==> src/rtl/phase_selector.sv <==
// Picks the best of eight oversampling phases from per-window transition histograms
// and tracks it with a SEARCH/CONFIRM/LOCKED state machine.
module phase_selector #(
    parameter int unsigned WINDOW    = 64,
    parameter int unsigned MIN_TRANS = 8
) (
    input  logic       clk,
    input  logic       reset_n,
    input  logic [7:0] samples,
    input  logic [7:0] trans,
    output logic       dout,
    output logic       dout_valid,
    output logic [2:0] phase,
    output logic       locked,
    output logic [1:0] slip
);

    localparam int unsigned WW = $clog2(WINDOW);
    localparam int unsigned CW = WW + 1;
    localparam int unsigned SW = CW + 3;

    typedef enum logic [1:0] {
        StSearch,
        StConfirm,
        StLocked
    } state_e;

    state_e          r_state;
    logic [WW-1:0]   r_win_cnt;
    logic [CW-1:0]   r_cnt [8];
    logic [2:0]      r_phase;
    logic [2:0]      r_pending;
    logic            r_locked;
    logic [1:0]      r_slip;
    logic            r_dout;
    logic            r_dout_valid;

    logic            w_eow;
    logic [CW-1:0]   w_eval [8];
    logic [CW-1:0]   w_best_val;
    logic [2:0]      w_best_idx;
    logic [SW-1:0]   w_sum;
    logic [2:0]      w_cand;
    logic [2:0]      w_diff;
    logic            w_win_ok;

    assign w_eow = (r_win_cnt == WW'(WINDOW - 1));

    // Evaluation includes this clock's flags; strict compare keeps the lowest index on ties.
    always_comb begin
        w_sum      = '0;
        w_best_val = '0;
        w_best_idx = 3'd0;
        for (int i = 0; i < 8; i++) begin
            w_eval[i] = r_cnt[i] + CW'(trans[i]);
            w_sum     = w_sum + SW'(w_eval[i]);
        end
        w_best_val = w_eval[0];
        for (int i = 1; i < 8; i++) begin
            if (w_eval[i] > w_best_val) begin
                w_best_val = w_eval[i];
                w_best_idx = 3'(i);
            end
        end
    end

    assign w_cand   = w_best_idx + 3'd4;
    assign w_diff   = w_cand - r_phase;
    assign w_win_ok = w_eow && (w_sum >= SW'(MIN_TRANS));

    always_ff @(posedge clk or negedge reset_n) begin
        if (!reset_n) begin
            r_win_cnt <= '0;
            for (int i = 0; i < 8; i++) r_cnt[i] <= '0;
        end else begin
            r_win_cnt <= r_win_cnt + WW'(1);
            for (int i = 0; i < 8; i++) r_cnt[i] <= w_eow ? '0 : w_eval[i];
        end
    end

    always_ff @(posedge clk or negedge reset_n) begin
        if (!reset_n) begin
            r_state   <= StSearch;
            r_phase   <= 3'd0;
            r_pending <= 3'd0;
            r_locked  <= 1'b0;
            r_slip    <= 2'b00;
        end else begin
            r_slip <= 2'b00;
            if (w_win_ok) begin
                unique case (r_state)
                    StSearch: begin
                        r_pending <= w_cand;
                        r_state   <= StConfirm;
                    end
                    StConfirm: begin
                        if (w_cand == r_pending) begin
                            r_phase  <= w_cand;
                            r_state  <= StLocked;
                            r_locked <= 1'b1;
                        end else begin
                            r_pending <= w_cand;
                        end
                    end
                    StLocked: begin
                        if (w_diff == 3'd1 || w_diff == 3'd7) begin
                            r_phase <= w_cand;
                            if (r_phase == 3'd7 && w_cand == 3'd0) begin
                                r_slip <= 2'b01;
                            end else if (r_phase == 3'd0 && w_cand == 3'd7) begin
                                r_slip <= 2'b10;
                            end
                        end else if (w_diff != 3'd0) begin
                            r_state  <= StSearch;
                            r_locked <= 1'b0;
                        end
                    end
                    default: begin
                        r_state  <= StSearch;
                        r_locked <= 1'b0;
                    end
                endcase
            end
        end
    end

    always_ff @(posedge clk or negedge reset_n) begin
        if (!reset_n) begin
            r_dout       <= 1'b0;
            r_dout_valid <= 1'b0;
        end else begin
            r_dout       <= samples[r_phase];
            r_dout_valid <= r_locked;
        end
    end

    assign dout       = r_dout;
    assign dout_valid = r_dout_valid;
    assign phase      = r_phase;
    assign locked     = r_locked;
    assign slip       = r_slip;

endmodule

==> config.mk <==
export PLATFORM = sky130hd
export DESIGN_NAME = phase_selector
export DESIGN_NICKNAME = d
export VERILOG_FILES = /design/src/rtl/phase_selector.sv
export SDC_FILE = /design/constraint.sdc
export NUM_CORES = 1
export LEC_CHECK = 0
export ABC_AREA = 1
export CAP_MARGIN = 20
export CORE_MARGIN = 2
export CORE_UTILIZATION = 60
export DETAILED_ROUTE_END_ITERATION = 7
export PLACE_DENSITY = 0.79
export SLEW_MARGIN = 10
export SYNTH_ARGS = -nofsm -noshare
export SYNTH_HDL_FRONTEND = slang
export SYNTH_SLANG_ARGS = --single-unit
==> constraint.sdc <==
create_clock -name clk -period 25.1 [get_ports clk]
set_input_delay 7.53 -clock clk [delete_from_list [all_inputs] [get_ports clk]]
set_output_delay 7.53 -clock clk [all_outputs]
set_load 0.02 [all_outputs]
==> run summary <==
The worst register-to-register path begins at r_cnt[49]$_DFF_PN0_. Setup repair after global routing left no endpoint under its margin. The TritonCTS clock tree is yes. The worst path in the final design needs a cycle of about 20 ns, including I/O delays and setup. The maximum fanout encountered on the critical timing path is 14.

The worst path arrival time is 20.22 ns. The x dimension of the die came out at 109 microns. The worst setup path is captured at a flop. After clock tree synthesis, the clock-pin slew on the worst setup and hold paths is around 0.080 ns. The ratio of routed vias to standard cells came out at ~5.5.

By area the synthesized netlist is led by sky130_fd_sc_hd__dfrtp_1 28%, sky130_fd_sc_hd__ha_1 14%, sky130_fd_sc_hd__fa_1 13%, sky130_fd_sc_hd__nand2_1 7.0%, sky130_fd_sc_hd__inv_1 6.5%. The worst hold path terminates at dout_valid$_DFF_PN0_. The share of the yosys chip area belonging to registers is 28.1%. In this run, the number of DRC markers left after iteration 0 of detailed routing was 357.

The kind of start point of the critical path is an input port. The clock sink count came out at between 70 and 80. The initial antenna violation count is 0. The final routed DRC violation total came out at 0.

The number of endpoints with negative hold slack in the final report came to 0. The ratio of cells with drive above 1 in the final layout came out at ~12%. The mean instance size in the synthesized netlist is 8.56 sq um. sky130_fd_sc_hd__nand2_1 is the most common cell in the netlist. The total of warnings raised by yosys came out at 0.

During I/O placement, the number of pins put on the boundary was 26. Cells fill around two thirds of the core in the end. The via count of the first global-routing pass is 5406.

In the finished design, the share of the clock period the worst path needs comes to roughly 80%. Global routing finished with a remaining overflow of 0. By count the netlist is led by 124 x sky130_fd_sc_hd__nand2_1, 116 x sky130_fd_sc_hd__inv_1, 84 x sky130_fd_sc_hd__nor2_1. The total global routing track utilization is about 28%. Clock latency on the worst-skew pair, taken at its later pin, is about 0.37 ns.

The delay contributed by the slowest stage of the critical path came out at roughly 0.49 ns. The depth of the worst hold-timing path came out at 0. The average wire length per cell after detail routing came out at roughly 16 microns. The cell repeated most along the worst path is sky130_fd_sc_hd__nand2_1. The root buffer cell chosen for the clock tree is sky130_fd_sc_hd__clkbuf_8. Counting the buffers created by CTS gives 9. The relative area change from synthesis to final layout came out at 8.61%. The setup TNS came out at 0 ns. The worst register-to-register path has a setup slack of about 12 ns. The leading register cell type out of synthesis is sky130_fd_sc_hd__dfrtp_1. The number of flops mapped to enable cells by yosys came out at 0. The number of hold buffers added after CTS was 0. The pin count of the biggest net entering global routing came out at between 70 and 80. The relative slew slack came out at between 30% and 40%. The diode insertion count for antenna repair came out at 0. The H-tree depth is 3. The simple-gate portion of the synthesized area came out at around 26%. The number of buffer cells added on primary ports came out at 25. The number of nets at the end of the flow is approximately 940. The path class of the tightest hold or removal check is flop to flop. The die covers between 0.01 and 0.015 sq mm.

The slowest stage cell on the critical path is sky130_fd_sc_hd__clkdlybuf4s50_1. In this run the post-CTS setup repair buffer count came out at 0. The estimated wirelength of the detail-placed design came out at 12100 microns. Synthesis inferred 75 register bits. The die is between 100 and 150 microns tall. In this run the most critical hold path is launched from locked$_DFFE_PN0P_.

The maximum buffer depth of the clock tree is 2. The flow ran to the end, and the final reports show no timing, DRC or antenna violations. The global-route wire length before repair is between 20000 and 30000 microns. The top achievable clock speed came out at between 50 and 60 MHz. The number of distinct library cell variants in the gate-level netlist after synthesis came out at 41.

The largest total area in the synthesized netlist belongs to sky130_fd_sc_hd__dfrtp_1. After clock tree synthesis, the repair step resized 0 gates. The floorplan step defined a core boundary enclosing between 0.01 and 0.015 sq mm. Once detail routing completed, the nets flagged for antenna violations numbered 0.

The reported max-cap violation count is 0. Counting flops with an async set or reset pin after synthesis yields a share of 100%. The setup violation total in the final timing report is 0. For the worst flop-to-flop path, the logic depth is 73. Summing the areas of all compound-gate instances in the mapped netlist gives under 10% of the synthesized area. The endpoint identified for the worst register-to-register timing path is phase[1]$_DFFE_PN0P_. The post-detailed-routing wire length is about 15000 microns. Of the total synthesized cell area, the portion taken by XOR and XNOR cells is 5.50%. The synthesized netlist devotes a little over a quarter of its cell area to adder and majority cells. The mux share of post-synthesis cell area is 0%. The number of detailed-routing iterations run before antenna repair came out at 5. The cell area after synthesis came out at approximately 0.0067 sq mm. The count of pins over their slew limit came out at 0. The data required time of the worst path came out at roughly 25 ns.

The post-synthesis net count came out at between 900 and 1k. Once the floorplan was initialized, standard cells occupied ~62% of the core. The congestion estimate from routability-driven global placement came to between 0.9 and 1. The post-route clock skew came out at 0.0105 ns.

The setup path with the least slack is of type input port to flop. The transition time of the tightest slew-check pin is 0.962 ns. The combinational family with the most area after synthesis is adder cells. The total via count after detailed routing is 5240. The number of cell rows is 38. The top cell type's share of synthesized area came out at between 20% and 30%. The instance count of the mapped netlist is between 700 and 800.
-- metrics by stage --
| stage | cells | hold WS [ns] | area (sq um) | worst slack [ns] |
|---|---|---|---|---|
| floorplan | 779 | 0.423 | 6670 | 7.26 |
| global placement | 936 | 0.393 | 7050 | 5.73 |
| detailed placement | 936 | 0.412 | 7050 | 5.00 |
| CTS | 951 | 0.442 | 7240 | 5.29 |
| global route | 951 | 0.445 | 7240 | 4.10 |
| finish | 951 | 0.433 | 7240 | 5.14 |
-- metal layers --
layer  track usage (%)  wire length, microns
met1              37.0                  6580
met2              45.7                  7260
met3              6.40                   935
met4              7.23                   226
met5                 0                     0
-- how the worst max path moves through the flow --
stage / from / to / slack, ns / depth (start not counted)
6_report: trans[0] / phase[1]$_DFFE_PN0P_ / 5.14 / 74
5_1_grt: trans[0] / phase[0]$_DFFE_PN0P_ / 4.10 / 73
4_1_cts: trans[0] / phase[0]$_DFFE_PN0P_ / 5.29 / 73
3_5_place_dp: trans[0] / phase[0]$_DFFE_PN0P_ / 5.00 / 73
3_3_place_gp: trans[1] / phase[1]$_DFFE_PN0P_ / 5.73 / 72
2_1_floorplan: trans[1] / phase[0]$_DFFE_PN0P_ / 7.26 / 75
-- critical path, delay by kind of cell --
kind / cells / cell delay [ns]
xor+xnor: 4 / 0.98
buf+inv: 8 / 1.37
compound gates: 18 / 2.21
simple gates: 35 / 5.27
fa+ha+maj: 9 / 2.84
-- registers in the layout, indices dropped and copies added (netlist names) --
signal      cells
r_win_cnt       6
phase           3
locked          1
slip            2
r_cnt          56
dout            1
r_pending       3
dout_valid      1
r_state         2
-- placed cells by master, fill, tap and decap left out, types with 13 or more instances in the layout --
| cell | netlist | final |
|---|---|---|
| sky130_fd_sc_hd__inv_1 | 116 | 116 |
| sky130_fd_sc_hd__nand3b_1 | 13 | 13 |
| sky130_fd_sc_hd__xor2_1 | 37 | 37 |
| sky130_fd_sc_hd__fa_1 | 42 | 42 |
| sky130_fd_sc_hd__nand3_1 | 36 | 36 |
| sky130_fd_sc_hd__nor2_1 | 84 | 84 |
| sky130_fd_sc_hd__dfrtp_1 | 75 | 75 |
| sky130_fd_sc_hd__o21ai_2 | 18 | 18 |
| sky130_fd_sc_hd__nand2_2 | 37 | 37 |
| sky130_fd_sc_hd__nand2_1 | 124 | 124 |
| sky130_fd_sc_hd__a21oi_1 | 19 | 19 |
| sky130_fd_sc_hd__ha_1 | 74 | 74 |
| sky130_fd_sc_hd__nand4_1 | 14 | 14 |
| sky130_fd_sc_hd__clkdlybuf4s50_1 | 0 | 24 |
-- cell type report --
type,count,area (sq um)
clock buffer,13,159
clock inverter,2,35.0
fill,877,3600
multi-input combinational,576,4290
sequential,75,1880
inverter,119,447
tap,140,175
timing repair buffer,26,255
-- logic make-up after synthesis --
family	Yosys count
fa+ha+maj	116
compound gates	66
buf+inv	128
flops	75
xor+xnor	41
simple gates	353
Power is not shown: default switching activity piles up to over one toggle a cycle in this logic, so the estimate is an artifact.
